[src/rtl/rf_writeback_arbiter.sv]
// Register-file writeback arbiter: merges single-cycle ALU results and queued
// long-latency results onto one registered write port, with a pending scoreboard.
module rf_writeback_arbiter #(
  parameter int FIFO_DEPTH   = 4,
  parameter int STARVE_LIMIT = 3
) (
  input  logic        clk,
  input  logic        areset,
  input  logic        aluValid,
  output logic        aluReady,
  input  logic [4:0]  aluReg,
  input  logic [31:0] aluData,
  input  logic        memValid,
  output logic        memReady,
  input  logic [4:0]  memReg,
  input  logic [31:0] memData,
  input  logic        issueMark,
  input  logic [4:0]  issueReg,
  input  logic [4:0]  query1,
  input  logic [4:0]  query2,
  output logic        busy1,
  output logic        busy2,
  output logic        writeEnable,
  output logic [4:0]  writeReg,
  output logic [31:0] writeData
);

  localparam int AW = $clog2(FIFO_DEPTH);
  localparam int SW = $clog2(STARVE_LIMIT + 1);

  logic [AW-1:0] wr_ptr_q, rd_ptr_q;
  logic [AW:0]   count_q;
  logic [SW-1:0] starve_q, starve_d;
  logic [4:0]    fifo_reg_q  [FIFO_DEPTH];
  logic [31:0]   fifo_data_q [FIFO_DEPTH];
  logic [31:0]   pending_q, pending_d;
  logic          we_q, src_mem_q;
  logic [4:0]    reg_q;
  logic [31:0]   data_q;

  logic fifo_empty, fifo_full, starved;
  logic alu_fire, mem_fire, push, pop;

  always_comb begin
    fifo_empty = (count_q == '0);
    fifo_full  = (count_q == (AW+1)'(FIFO_DEPTH));
    starved    = !fifo_empty && (starve_q == SW'(STARVE_LIMIT));
    aluReady   = !areset && !starved;
    memReady   = !areset && !fifo_full;
    alu_fire   = aluValid && aluReady;
    mem_fire   = memValid && memReady;
    // Writes to x0 are accepted but never occupy a FIFO slot.
    push       = mem_fire && (memReg != '0);
    pop        = !areset && !alu_fire && !fifo_empty;
  end

  always_comb begin
    starve_d = starve_q;
    if (fifo_empty || pop) begin
      starve_d = '0;
    end else if (alu_fire && (starve_q != SW'(STARVE_LIMIT))) begin
      starve_d = starve_q + SW'(1);
    end
  end

  // Clear applied before set so a same-cycle mark on the committing register wins.
  always_comb begin
    pending_d = pending_q;
    if (we_q && src_mem_q) begin
      pending_d[reg_q] = 1'b0;
    end
    if (!areset && issueMark && (issueReg != '0)) begin
      pending_d[issueReg] = 1'b1;
    end
    pending_d[0] = 1'b0;
  end

  always_ff @(posedge clk) begin
    if (push) begin
      fifo_reg_q[wr_ptr_q]  <= memReg;
      fifo_data_q[wr_ptr_q] <= memData;
    end
  end

  always_ff @(posedge clk) begin
    if (areset) begin
      wr_ptr_q  <= '0;
      rd_ptr_q  <= '0;
      count_q   <= '0;
      starve_q  <= '0;
      pending_q <= '0;
      we_q      <= 1'b0;
      src_mem_q <= 1'b0;
      reg_q     <= '0;
      data_q    <= '0;
    end else begin
      wr_ptr_q  <= wr_ptr_q + AW'(push);
      rd_ptr_q  <= rd_ptr_q + AW'(pop);
      count_q   <= count_q + (AW+1)'(push) - (AW+1)'(pop);
      starve_q  <= starve_d;
      pending_q <= pending_d;
      if (alu_fire) begin
        we_q      <= (aluReg != '0);
        reg_q     <= aluReg;
        data_q    <= aluData;
        src_mem_q <= 1'b0;
      end else if (pop) begin
        we_q      <= 1'b1;
        reg_q     <= fifo_reg_q[rd_ptr_q];
        data_q    <= fifo_data_q[rd_ptr_q];
        src_mem_q <= 1'b1;
      end else begin
        we_q      <= 1'b0;
        src_mem_q <= 1'b0;
      end
    end
  end

  assign writeEnable = we_q;
  assign writeReg    = reg_q;
  assign writeData   = data_q;
  assign busy1       = pending_q[query1];
  assign busy2       = pending_q[query2];

endmodule
[config.mk]
export PLATFORM = sky130hd
export DESIGN_NAME = rf_writeback_arbiter
export DESIGN_NICKNAME = d
export VERILOG_FILES = /design/src/rtl/rf_writeback_arbiter.sv
export SDC_FILE = /design/constraint.sdc
export NUM_CORES = 1
export LEC_CHECK = 0
export CAP_MARGIN = 20
export CORE_UTILIZATION = 24
export CTS_CLUSTER_DIAMETER = 40
export DETAILED_ROUTE_END_ITERATION = 10
export MAX_ROUTING_LAYER = met4
export PLACE_DENSITY_LB_ADDON = 0.1
export SYNTH_ARGS = -nofsm -noshare
export SYNTH_HDL_FRONTEND = slang
export SYNTH_SLANG_ARGS = --single-unit
[constraint.sdc]
create_clock -name clk -period 14.4 [get_ports clk]
set_clock_uncertainty 0.1 [all_clocks]
set_input_delay 2.16 -clock clk [delete_from_list [all_inputs] [get_ports clk]]
set_output_delay 2.16 -clock clk [all_outputs]
set_load 0.02 [all_outputs]
== Word-level counts from Yosys, hierarchy flattened ==
Memory sizes are Yosys's and may differ from the RTL's. A register that Yosys moved wholly into a read port is not among the register bits.
Cells that the tools add are included.

* Reductions and logical operators: 27
* Bitwise logic cells: 3
* Mux-type cells: 20
* Add/subtract/negate cells: 5
* Order comparisons: 6
* Equal/unequal tests: 3

{| class="wikitable"
|+ Operators with widths
! cell !! number
|-
| 32-bit two-way mux || 4
|-
| 32-bit AND || 1
|-
| 32-bit inverter || 1
|-
| 32-bit OR || 1
|-
| 5-bit by 6-bit < comparator with 1-bit output, second input constant || 4
|-
| 5-bit nonzero test || 3
|-
| 1-bit logical AND || 14
|-
| 1-bit binary-select mux with 5-bit select || 2
|-
| 1-bit demux with 5-bit select || 2
|-
| 5-bit by 1-bit greater-or-equal comparator with 1-bit output, second input constant || 2
|-
| 5-bit two-way mux || 2
|-
| 1-bit two-way mux || 8
|-
| 1-bit zero test || 5
|-
| 2-bit by 1-bit adder with 2-bit output || 2
|-
| 2-bit two-way mux || 2
|-
| 2-bit OR reduction || 2
|-
| 3-bit by 1-bit adder with 3-bit output || 1
|-
| 3-bit equality test, second input constant || 1
|-
| 3-bit zero test || 1
|-
| 3-bit by 1-bit subtractor with 3-bit output || 1
|-
| 2-bit by 1-bit adder with 2-bit output, second input constant || 1
|-
| 2-bit equality test, second input constant || 1
|-
| 2-bit != test, second input constant || 1
|-
| 2-bit nonzero test || 1
|-
| 1-bit logical OR || 1
|}

* Output and inout port bits: 42
* Memory bits (writable): 148
* Logic and storage cells: 76
* Memories kept: 2
* Bits in registers: 80
* Bits of input ports: 94

{| class="wikitable"
|+ Memories
! memory !! words !! width !! rd ports !! clocked after memory_dff !! write ports !! RTL line !! text
|-
| fifo_data_q || 4 || 32 || 1 || 1 || 1 || 35 || <nowiki>logic [31:0] fifo_data_q [FIFO_DEPTH];</nowiki>
|-
| fifo_reg_q || 4 || 5 || 1 || 1 || 1 || 34 || <nowiki>logic [4:0] fifo_reg_q [FIFO_DEPTH];</nowiki>
|}

== Longest topological paths before layout ==
Gate-level depths: netlist of the first run.

* Word-level depth: 11
* Mapped depth: 11
* Depth with buffers taken out: 10

== Worst setup path before layout of the first run ==
No wires, ideal clock.

* Kind: in2reg
* Start: input areset
* End: memory fifo_data_q[1][0] (enable)
* Arrival: 5819 ps
* Setup time: 485 ps
* Required time: 13815 ps
* Buffers on the path: 1
* Setup slack: 7996 ps
* Stages on the path: 4
* Path through: clkbuf_1 > a21oi_1 > nand3_1 > nor3b_1

* Word-level cells in the longest chain between the ends: 6

{| class="wikitable"
|+ Ends and longest elaborated chain
! what !! RTL line !! text
|-
| start, declared || 8 || <nowiki>input logic areset,</nowiki>
|-
| 1-bit zero test || 49 || <nowiki>memReady = !areset && !fifo_full;</nowiki>
|-
| 1-bit logical AND || 49 ||
|-
| named net memReady || 14 || <nowiki>output logic memReady,</nowiki>
|-
| 1-bit logical AND || 51 || <nowiki>mem_fire = memValid && memReady;</nowiki>
|-
| 1-bit logical AND || 53 || <nowiki>push = mem_fire && (memReg != '0);</nowiki>
|-
| 1-bit two-way mux || 79 || <nowiki>if (push) begin</nowiki>
|-
| 1-bit two-way mux (not written as such) || 81 || <nowiki>fifo_data_q[wr_ptr_q] <= memData;</nowiki>
|-
| end, declared || 35 ||
|}

The timed path passes the listed nets, and every way through them passes these cells.

== Final worst setup path of the first run ==
* Start: input query1[1]
* End: output busy1

* Word-level cells in the longest chain between the ends: 2

{| class="wikitable"
|+ Ends and longest elaborated chain
! what !! RTL line !! text
|-
| start, declared || 19 || <nowiki>input logic [4:0] query1,</nowiki>
|-
| 1-bit binary-select mux with 5-bit select || 122 || <nowiki>assign busy1 = pending_q[query1];</nowiki>
|-
| 1-bit two-way mux (not written as such) || 122 ||
|-
| end, declared || 21 || <nowiki>output logic busy1,</nowiki>
|}

No other way between the ends. The select of a mux whose other input is x is not followed.

==> results of run 1 <==
worst max-delay path, delay by kind of cell:
kind / cells / cell delay, ns
buffers and inverters: 2 / 1.32
AO/OA/AOI/OAI: 1 / 0.12
multiplexers: 1 / 0.55
AND/OR/NAND/NOR: 2 / 0.29
stage by stage:
| stage | utilization (%) | power (W) | hold slack [ns] | setup slack [ns] |
|---|---|---|---|---|
| detailed placement | 29.4 | 0.00134 | 0.327 | 7.71 |
| floorplan | - | 0.00113 | 0.307 | 8.00 |
| CTS | 33.0 | 0.00233 | 0.333 | 7.70 |
| global placement | 29.4 | 0.00135 | 0.328 | 7.75 |
| finish | 33.0 | 0.00229 | 0.330 | 7.70 |
| global route | 33.0 | 0.00240 | 0.358 | 7.54 |
sequential cells by signal, summed over array words and instances (netlist names):
register and count:
starve_q 2, count_q 3, fifo_reg_q 20, writeEnable 1, writeReg 5, pending_q 31, src_mem_q 1, writeData 32
fifo_data_q 128, rd_ptr_q 2, wr_ptr_q 2
per-layer routing:
metal  GRT usage (%)  vias up
met1            16.3     3101
met2            21.8      130
met4            4.88        0
li1                -     2958
met3            3.73       47
met5               -        -
area by class of cell:
| class | count | area (um^2) |
|---|---|---|
| Multi-Input combinational cell | 419 | 3270 |
| Sequential cell | 227 | 6030 |
| Clock inverter | 29 | 298 |
| Timing Repair Buffer | 147 | 1440 |
| Clock buffer | 49 | 1100 |
| Tap cell | 518 | 648 |
| Fill cell | 3849 | 26000 |
| Inverter | 7 | 26.3 |
| Antenna cell | 4 | 10.0 |
power by group:
part	total [W]	leakage [nW]	internal [W]	switching (W)
Clock	0.000970	0.674	0.000637	0.000333
Combinational	0.000511	1.60	0.000221	0.000291
Sequential	0.000806	1.99	0.000756	0.0000499
Total	0.00229	4.27	0.00161	0.000673
final timing paths:
kind                               to  slack, ns  depth (start not counted)
max                             busy1       7.70                          6
max reg2reg     count_q[2]$_SDFF_PP0_      10.80                         10
min          starve_q[0]$_SDFFE_PP0P_       0.33                          1
min reg2reg  starve_q[0]$_SDFFE_PP0P_       0.33                          1
placed cells by master (no fill, tap or decap), drive strengths merged, types with 3 or more instances in the layout:
cell | Yosys | final
clkbuf | 22 | 49
inv | 7 | 12
edfxtp | 148 | 148
nand2b | 6 | 6
diode | 0 | 4
nand4 | 3 | 3
clkinv | 0 | 15
ha | 5 | 5
or3 | 3 | 3
a211oi | 3 | 3
nand2 | 118 | 118
a22o | 10 | 10
a22oi | 4 | 4
nor3b | 4 | 4
o21ai | 31 | 31
clkinvlp | 0 | 4
nand3b | 3 | 3
and2 | 3 | 3
nor3 | 7 | 7
buf | 19 | 13
xnor2 | 4 | 4
mux4 | 43 | 43
dfxtp | 79 | 79
nand4b | 4 | 4
a21oi | 39 | 39
and3 | 3 | 3
bufinv | 0 | 5
nand3 | 13 | 13
mux2i | 18 | 18
a311oi | 27 | 27
nor2 | 47 | 47
clkdlybuf4s50 | 0 | 134
nor2b | 11 | 11
kinds of logic after synthesis:
group                    count (synthesis)  share of synthesized area [%]
flip-flops                             227                           63.4
buffers and inverters                   48                           2.55
AO/OA/AOI/OAI                          120                           10.1
adder cells (fa/ha/maj)                  6                          0.868
AND/OR/NAND/NOR                        228                           10.7
multiplexers                            61                           12.1
XOR/XNOR                                 4                          0.368
==> flow_results.org, run 1 <==
** Routing
- Via-per-instance ratio :: about 4.5
- Once detail routing completed, the nets flagged for antenna violations numbered 0.
- Summing over every cut layer, the via total after detailed routing is 6236.
- In the routed design, unresolved DRC markers number 0.
- Metal3 WL :: 1450 um
- For this block, the initial DRC count from the detailed router was 279.
- The first detailed-routing pass took 4 iterations.
- Top Metal Used :: met4
- The routed design has 26400 um of wire.
- In the final routing, the length of wire on met1 measures 11800 um.
- Dividing the detail-routed wire length by the instance count gives 18.9 um.
- The routed design uses 12600 um of met2 wire.

** STA
- Final setup violating endpoints :: 0
- The number of max-slew violations in the final report was 0.
- Fin Setup TNS :: 0 ns
- Min cycle time layout :: 6.70 ns
- Setup repair after global routing missed its margin :: false
- At the pin with the least slew margin, the transition time is 0.891 ns.
- Tightest slew margin relative to the limit :: 40.4%
- The worst path uses 46.5% of the clock period.
- Peak Freq :: 149 MHz
- Number of endpoints with negative hold slack in the final report :: 0

** Layout
- After the last flow step, the layout net total stands at between 900 and 1000.
- Relative to the synthesized area, the layout overhead comes to 34.7%.
- Final Instance Area :: 12800 um^2
- Cells with a size suffix above 1 make up 18.1% of the layout.
- Once layout is complete, the cells apart from fillers number 1400.

** Logic synthesis
- The mapped netlist covers 9510 um^2.
- Yosys top cell by area :: sky130_fd_sc_hd__edfxtp_1
- Async SR Flop Fraction :: 0%
- The commonest cells after synthesis are 148 x sky130_fd_sc_hd__edfxtp_1, 118 x sky130_fd_sc_hd__nand2_1, 79 x sky130_fd_sc_hd__dfxtp_1, 47 x sky130_fd_sc_hd__nor2_1, 43 x sky130_fd_sc_hd__mux4_2.
- Leading cell types by total area after synthesis :: sky130_fd_sc_hd__edfxtp_1 47%, sky130_fd_sc_hd__dfxtp_1 17%, sky130_fd_sc_hd__mux4_2 10%, sky130_fd_sc_hd__nand2_1 4.7%, sky130_fd_sc_hd__a311oi_2 4.3%
- Count of different cell masters after synthesis :: 41
- For this run, the number of Yosys warnings is 0.
- Number of flops mapped to enable cells by yosys :: 148
- Yosys instantiated no cell more often than sky130_fd_sc_hd__edfxtp_1.
- Register area share after synthesis :: a little under two thirds
- Most used flip-flop cell after synthesis :: sky130_fd_sc_hd__edfxtp_1
- The average instance in the mapped netlist occupies 13.7 um^2.
- Of the post-synthesis cell area, the dominant cell type holds 46.7%.
- Synthesized Nets :: 794
- The synthesized design contains around 230 register bits.
- The cell count after synthesis came out at roughly 700.

** Global route
- In the global route stage, overall resource usage came out at 13.6%.
- The first global-routing pass estimated 40300 um of wire.
- Vias in the first global route :: 6705
- Initial antenna violation count :: 4
- Global routing finished with a remaining overflow of 0.
- Entering global routing, the biggest net connects 47 pins.

** Hold path
- Hold Path Origin :: starve_q[0]$_SDFFE_PP0P_
- Kind of path behind the tightest hold check :: reg2reg

** Clock network
- Count of cells resized by post-cts repair :: 0
- Maximum buffer depth of the clock tree :: 3
- Total CTS buffers :: 43
- CTS saw 227 sinks.
- The later pin in the worst-skew pair is clocked with a latency of 0.54 ns.
- In this run, post-CTS hold repair placed 0 buffers.
- Setup fix buffers added after clock tree synthesis :: 0
- The H-tree was split into 2 levels.
- Clock tree root buffer cell :: sky130_fd_sc_hd__clkbuf_16
- TritonCTS clock tree :: built
- Clock-pin slew was measured on the worst setup and hold paths at 0.04 ns.

** Setup path
- Walking the worst path, the cells encountered are clkdlybuf4s50_1 -> mux4_2 -> nand2b_1 -> o2111ai_1 -> nand4_1 -> clkdlybuf4s50_1.
- Reg-to-reg startpoint :: count_q[2]$_SDFF_PP0_
- At the worst endpoint, the arrival time is 4.44 ns.
- At the worst endpoint, the required time is around 12 ns.
- Endpoint type of the worst setup path :: primary output
- Cell with the largest stage delay on the worst path :: sky130_fd_sc_hd__clkdlybuf4s50_1
- Most frequent CP cell :: sky130_fd_sc_hd__clkdlybuf4s50_1
- Along the worst path, the maximum fanout reaches 10.
- By startpoint and endpoint, the worst setup path is classified as in2out.
- The critical path starts at query1[1].
- Maximum single-stage delay on the critical path :: 0.75 ns
- STA classifies the critical path startpoint as an input port.

** Pwr
- IR analysis of the VDD net gives a maximum drop of about 0.000076 V.
- Dividing total power by cell area gives a power density of 179 nW/um^2.
- Static Leakage :: roughly 4.3 nW

** Placement
- The number of placed instances, taps included, is roughly 1300.
- Sum of net half-perimeters after detailed placement :: 17000 um
- At the end of routability-driven placement, the weighted congestion stood at 0.743.
- The count of buffers added on input and output ports is 135.
- In this run the cell area measured after placement is 11400 um^2.

** Floorplan
- Die Footprint :: between 40000 and 50000 um^2
- The total area inside the core boundary comes to approximately 39000 um^2.
- Top Ports :: 136
- Die width :: 201 um
- Floorplan row count :: 72
- For this configuration, the core starts out at a cell density of 24.5%.
- In this run the vertical extent of the chip is 201 um.

** Run
- Max-cap violations in this run came to 0.

** Outcome
- Status :: completed
No activity file was read; power rests on OpenSTA's default activity.
==> run 2, diff against run 1 <==
Clock period 14.4 ns to 6 ns, I/O delays scaled along.
==> run 2 against run 1 <==
  * Die area is the same
  * Critical path type unchanged
  * Highest routed layer unchanged
  * Wire length shrank 0.53%
  * Combinational power grew 140%
  * Clock-buffer cell count is 2 higher
  * Power rose by 140%
  * Largest power group unchanged
  * Critical path depth unchanged
  * Setup slack worse by 5.9 ns
  * First-iteration DRC count down 7.9%
  * Core utilization up 0.16 points
==> flow_results.org, run 2 (synthesis gave the netlist of run 1 again) <==
** Layout
- The final design utilization is 33.2% (was 33.0%).
- The number of fill cells in the layout came to 3802 (was 3849).
- Synth-to-Final Area Change :: 35.4% (was 34.7%)
- Highest-count cells in the layout ignoring fill and taps: 148 x sky130_fd_sc_hd__edfxtp_1, 134 x sky130_fd_sc_hd__clkdlybuf4s50_1, 118 x sky130_fd_sc_hd__nand2_1 (unchanged).
- The number of flip-flops in the largest register was 128 (unchanged).
- Fraction of final layout cells sized beyond drive strength 1 :: 18.2% (was 18.1%)
- Register name with the most flops :: fifo_data_q (unchanged)
- The final layout net count was 943 (was 945).
- Post-layout instance count excluding filler cells :: 1399 (was 1400)
- Final Instance Area :: 12900 um^2 (was 12800 um^2)
- Most common library cell in the layout ignoring fill and taps :: sky130_fd_sc_hd__edfxtp_1 (unchanged)

** STA
- Setup repair after global routing missed its margin :: false (unchanged)
- The summed negative setup slack over all endpoints was 0 ns (unchanged).
- The transition time of the tightest slew-check pin came to 0.993 ns (was 0.891 ns).
- After layout, the minimum clock period comes to roughly 4.2 ns.
- The final-report hold violation count was 0 (unchanged).
- Static timing analysis puts the maximum clock frequency at 240 MHz.
- The worst slew slack as a fraction of its limit is 33.4% (was 40.4%).
- In the finished design, the share of the clock period the worst path needs comes to a little over two thirds.
- The number of endpoints failing setup at the final stage came to 0 (unchanged).
- The number of max-slew violations in the final report was 0 (unchanged).

** Setup path
- The maximum fanout encountered on the critical timing path came to 10 (unchanged).
- Arr. time, crit path :: 3.17 ns (was 4.44 ns)
- The critical path launch point type is an input port (unchanged).
- The worst-path cell with the longest stage delay was sky130_fd_sc_hd__clkdlybuf4s50_1 (unchanged).
- The worst endpoint required time was 5.00 ns (was 12.14 ns).
- Endpoint type of the worst setup path :: primary output (unchanged)
- The depth of the most critical reg-to-reg path came to 10 (unchanged).
- Cell-by-cell listing of the critical path :: clkdlybuf4s50_1 -> mux4_2 -> nand2b_1 -> o2111ai_1 -> nand4_1 -> clkdlybuf4s50_1 (unchanged)
- Startpoint of the worst setup timing path :: query2[1] (was query1[1])
- CP delay by family, top :: buffers and inverters (unchanged)
- The number of buffer and inverter stages on the critical path was 2 (unchanged).
- Type of the worst setup path :: in2out (unchanged)
- The library cell appearing most often on the critical path is sky130_fd_sc_hd__clkdlybuf4s50_1 (unchanged).
- The number of cells on the critical path is 6 (unchanged).
- Maximum single-stage delay on the critical path :: 0.76 ns (was 0.75 ns)
- The startpoint of the most critical register-to-register path was count_q[2]$_SDFF_PP0_ (unchanged).

** Global route
- Remaining global-route overflow :: 0 (unchanged)
- The via count of the first global-routing pass came to 6680 (was 6705).
- The pin count of the biggest net entering global routing is 44 (was 47).
- Initial antenna violation count :: 3 (was 4)
- Global-route wire length before repair :: 40700 um (was 40300 um)
- The overall global routing resource usage came to 13.5% (was 13.6%).

** Routing
- Vias after detailed routing :: 6253 (was 6236)
- Final ANT Viol Nets :: 0 (unchanged)
- Via-per-instance ratio :: 4.47 (was 4.45)
- DRT Pass-1 Iters :: 4 (unchanged)
- The number of DRC violations after detailed-routing iteration 0 came to 257 (was 279).
- The DRC violations left is 0 (unchanged).
- Routed wirelength normalized by instance count :: 18.8 um (was 18.9 um)
- The total routed wirelength came to 26300 um (was 26400 um).

** Floorplan
- The number of top-level pins was 136 (unchanged).
- The number of core rows came to 72 (unchanged).
- The initial cell density of the core came to 24.5% (unchanged).
- Die width :: 201 um (unchanged)
- Die Footprint :: 40400 um^2 (unchanged)
- The vertical extent of the die was 201 um (unchanged).
- The area of the core is 38800 um^2 (unchanged).

** Clock network
- The total number of clock tree sinks was 227 (unchanged).
- Count of cells resized by post-cts repair :: 0 (unchanged)
- The insertion delay of the later-clocked pin in the worst-skew pair is 0.53 ns (was 0.54 ns).
- H-tree level count :: 2 (unchanged)
- The number of setup buffers added after CTS was 0 (unchanged).
- Total CTS buffers :: 43 (unchanged)
- Clock slew at reported path FFs :: 0.04 ns (about the same)
- The number of hold buffers added after cts came to 0 (unchanged).
- Clock tree root buffer cell :: sky130_fd_sc_hd__clkbuf_16 (unchanged)
- TritonCTS clock tree :: built (unchanged)
- The maximum count of clock buffers along a single path is 3 (unchanged).

** Hold path
- Kind of path behind the tightest hold check :: reg2reg (unchanged)
- The start point of the worst min-delay path was starve_q[0]$_SDFFE_PP0P_ (unchanged).
- Worst hold path depth :: 1 (unchanged)

** Pwr
- Sw power :: 0.00164 W (was 0.000673 W)
- Worst supply voltage drop on vdd :: 0.000194 V (was 0.0000759 V)
- The combinational power share came to 21.9% (was 22.3%).
- Cell-internal power :: 0.00393 W (was 0.00161 W)
- The cell area power density came to 432 nW/um^2 (was 179 nW/um^2).
- The power share of the clock group was 43.2% (was 42.4%).
- Net switching share of the total power :: 29.4% (about the same)
- The leakage power total was 4.30 nW (was 4.27 nW).
- Sequential Power Share :: 34.9% (was 35.2%)

** Placement
- Count of input and output buffers :: 135 (unchanged)
- The final RePlAce weighted congestion is 0.768 (was 0.743).
- Placed cell area :: 11400 um^2 (about the same)
- Sum of net half-perimeters after detailed placement :: 17000 um (about the same)
- Placed Instances :: 1316 (was 1318)

** Run
- # Max-Cap Violations :: 0 (unchanged)

** Outcome
- Status :: completed (unchanged)
[run 2: changes by cell type in the layout (fill, tap and decap cells not counted), sizes merged]
cell      previous run  this run
clkbuf              49        51
diode                4         3
buf                 13        11
clkinvlp             4         1
clkinv              15        17
inv                 12        13
[run 2: worst paths after layout]
| check | endpoint | slack [ns] |
|---|---|---|
| setup reg to reg | count_q[2]$_SDFF_PP0_ | 2.49 |
| setup / recovery | busy2 | 1.83 |
| hold / removal | starve_q[0]$_SDFFE_PP0P_ | 0.33 |
| hold reg to reg | starve_q[0]$_SDFFE_PP0P_ | 0.33 |
[run 2: power by group through the flow]
stage	Clock, W	Sequential (W)	Combinational (W)
3_3_place_gp	0	0.00198	0.00126
3_5_place_dp	0	0.00197	0.00125
6_report	0.00240	0.00194	0.00122
4_1_cts	0.00247	0.00195	0.00126
5_1_grt	0.00254	0.00196	0.00133
2_1_floorplan	0	0.00200	0.000716
[run 2: layer usage]
layer	GRT usage, %	part of all wire (%)	vias up
met4	3.95	1.9	0
met1	16.1	43	3112
met5	-	0	-
li1	-	-	2950
met3	3.65	5.7	43
met2	22.4	49	148
[run 2: final cells by class]
cell class	instances	area, um^2	area share, %
Tap cell	518	648	5.03
Inverter	7	26.3	0.204
Antenna cell	3	7.51	0.0583
Sequential cell	227	6030	46.8
Timing Repair Buffer	145	1440	11.2
Clock inverter	29	319	2.48
Clock buffer	51	1140	8.83
Multi-Input combinational cell	419	3270	25.4
[run 2: per-stage QoR]
step                      setup WS, ns  total power, W  hold WS (ns)
after floorplan                  0.856         0.00272         0.307
after global placement            1.84         0.00324         0.331
after detailed placement          1.83         0.00323         0.325
after CTS                         1.82         0.00567         0.331
after global routing              1.67         0.00584         0.373
final                             1.83         0.00556         0.326
==> run 3, diff against run 2 <==
Clock period 6 ns to 3.6 ns, I/O delays scaled along.
==> run 3 against run 2 <==
  * Sequential share of layout area increased by 0.077 points
  * Worst hold slack improved by 0.0033 ns
  * Die area unchanged
  * Largest power group unchanged
  * Highest routed layer unchanged
==> flow_results.org, run 3 (synthesis gave the netlist of run 1 again) <==
** Setup path
- The longest individual stage delay on the worst path came to 0.60 ns (was 0.76 ns).
- Endpoint type of the worst setup path :: primary output (unchanged)
- Peak fanout along the critical path :: 4 (was 10)
- Cell-by-cell listing of the critical path: clkdlybuf4s50_1 -> mux4_2 -> nand2b_1 -> o2111ai_1 -> nand4_1 -> clkdlybuf4s50_1 (unchanged).
- The worst endpoint required time is 2.96 ns (was 5.00 ns).
- Arr. time, crit path :: 2.59 ns (was 3.17 ns)
- The kind of critical path is in2out (unchanged).
- Most frequent CP cell :: sky130_fd_sc_hd__clkdlybuf4s50_1 (unchanged)
- Cell with the largest stage delay on the worst path :: sky130_fd_sc_hd__clkdlybuf4s50_1 (unchanged)
- The critical path launch point type is an input port (unchanged).

** Clock network
- Count of cells resized by post-cts repair :: 0 (unchanged)
- TritonCTS clock tree :: built (unchanged)
- The maximum count of clock buffers along a single path is 3 (unchanged).
- The total number of clock tree sinks is 227 (unchanged).
- H-tree level count :: 2 (unchanged)
- Cts-stage hold buffer count :: 0 (unchanged)
- The insertion delay of the later-clocked pin in the worst-skew pair is 0.52 ns (was 0.53 ns).
- The number of setup buffers added after CTS came to 0 (unchanged).
- Clock slew at reported path FFs :: 0.04 ns (about the same)
- Total CTS buffers :: 41 (was 43)
- The master cell of the clock root buffer was sky130_fd_sc_hd__clkbuf_16 (unchanged).

** Pwr
- The leakage power total is 4.30 nW (about the same).
- The total chip power came to 0.00894 W (was 0.00556 W).
- Worst supply voltage drop on vdd :: 0.000274 V (was 0.000194 V)
- The cell area power density was 696 nW/um^2 (was 432 nW/um^2).

** Floorplan
- Initial Utilization :: 24.5% (unchanged)
- The number of core rows came to 72 (unchanged).
- The area of the die was 40400 um^2 (unchanged).
- Height of the die :: 201 um (unchanged)
- The area of the core came to 38800 um^2 (unchanged).
- The chip width was 201 um (unchanged).
- Top Ports :: 136 (unchanged)

** STA
- Number of endpoints with negative hold slack in the final report :: 0 (unchanged)
- Min cycle time layout :: 3.23 ns
- The summed negative setup slack over all endpoints came to 0 ns (unchanged).
- Final setup violating endpoints :: 0 (unchanged)
- Peak Freq :: between 300 and 400 MHz
- Setup repair after global routing missed its margin: false (unchanged).
- The number of max-slew violations in the final report came to 0 (unchanged).
- Transition time at the pin with the least slew margin :: 0.742 ns (was 0.993 ns)
- The worst path uses 89.8% of the clock period.
- The worst slew slack as a fraction of its limit came to 50.4% (was 33.4%).

** Placement
- Count of input and output buffers :: 135 (unchanged)
- Placed Instances :: 1329 (was 1316)
- Placer Congestion :: 0.806 (was 0.768)
- The half-perimeter wire length of the detailed placement result came to 17000 um (about the same).
- The cell area reported after detailed placement came to 11500 um^2 (was 11400 um^2).

** Hold path
- The class of the tightest hold or removal check was reg2reg (unchanged).

** Global route
- Initial antenna violation count :: 4 (was 3)
- Remaining global-route overflow :: 0 (unchanged)
- The overall global routing resource usage was 13.5% (about the same).
- The pin count of the biggest net entering global routing came to 55 (was 44).
- Vias in the first global route :: 6858 (was 6680)
- The wire length of the first global-routing pass was 40300 um (was 40700 um).

** Layout
- The final layout net count came to 954 (was 943).
- The number of flip-flops in the largest register is 128 (unchanged).
- The number of non-filler instances in the completed layout came to 1410 (was 1399).
- The register with the most flip-flops was fifo_data_q (unchanged).
- Highest-count cells in the layout ignoring fill and taps: 148 x sky130_fd_sc_hd__edfxtp_1, 134 x sky130_fd_sc_hd__clkdlybuf4s50_1, 118 x sky130_fd_sc_hd__nand2_1 (unchanged).
- The area growth from synthesis to layout came to 35.1% (was 35.4%).
- Number of fillers in the final layout :: 3851 (was 3802)
- FF/Latch Area :: 6030 um^2 (unchanged)
- The final design area excluding fillers is 12900 um^2 (about the same).
- The most common cell after layout, fill and taps aside is sky130_fd_sc_hd__edfxtp_1 (unchanged).
- Fraction of final layout cells sized beyond drive strength 1 :: 19.2% (was 18.2%)
- Footprint of the multi-input gates :: 3270 um^2 (about the same)

** Routing
- The per-cell via count in the routed design is 4.45 (was 4.47).
- DRT Pass-1 Iters :: 4 (unchanged)
- Post-route DRC :: 0 (unchanged)
- The number of antenna-violating nets in the routed design came to 0 (unchanged).
- Total length of routed wires :: 25900 um (was 26300 um)
- Vias after detailed routing :: 6269 (was 6253)
- Starting DRT DRC Count :: 293 (was 257)
- Routed wirelength normalized by instance count :: 18.4 um (was 18.8 um)

** Outcome
- Status :: completed (unchanged)

** Run
- # Max-Cap Violations :: 0 (unchanged)
[run 3: routing by layer]
| metal | wire length, um | up-vias | track usage [%] |
|---|---|---|---|
| li1 | - | 2978 | - |
| met3 | 1360 | 36 | 3.51 |
| met2 | 12800 | 151 | 22.3 |
| met5 | 0 | - | - |
| met1 | 11300 | 3104 | 16.0 |
| met4 | 446 | 0 | 3.87 |
[run 3: layout make-up]
cell class	instances	area share, %
Clock inverter	24	1.62
Multi-Input combinational cell	419	25.4
Timing Repair Buffer	158	12.0
Inverter	7	0.204
Sequential cell	227	46.9
Clock buffer	52	8.70
Antenna cell	5	0.0973
Tap cell	518	5.04
[run 3: worst max-delay path: cells and delay by family]
family / cells / cell delay, ns
multiplexers: 1 / 0.52
buffers and inverters: 2 / 1.16
AND/OR/NAND/NOR: 2 / 0.26
AO/OA/AOI/OAI: 1 / 0.11
[run 3: report_power, final]
part           switching, W  leakage (nW)  internal (W)
clock               0.00135         0.644       0.00230
sequential         0.000189          1.99       0.00302
combinational       0.00117          1.67      0.000910
[run 3: worst paths after layout]
kind | from | slack [ns] | cells past startpoint | end
worst max-delay path | query2[1] | 0.37 | 6 | busy2
worst max register to register | count_q[2]$_SDFF_PP0_ | 0.97 | 10 | count_q[2]$_SDFF_PP0_
worst min register to register | starve_q[0]$_SDFFE_PP0P_ | 0.33 | 1 | starve_q[0]$_SDFFE_PP0P_
worst min-delay path | starve_q[0]$_SDFFE_PP0P_ | 0.33 | 1 | starve_q[0]$_SDFFE_PP0P_
[run 3: metrics by stage]
stage	hold slack [ns]	setup slack, ns	utilization (%)
2_1_floorplan	0.307	-1.18	-
3_5_place_dp	0.328	0.367	29.7
3_3_place_gp	0.324	0.375	29.7
4_1_cts	0.334	0.355	33.1
6_report	0.330	0.367	33.1
5_1_grt	0.346	0.240	33.1
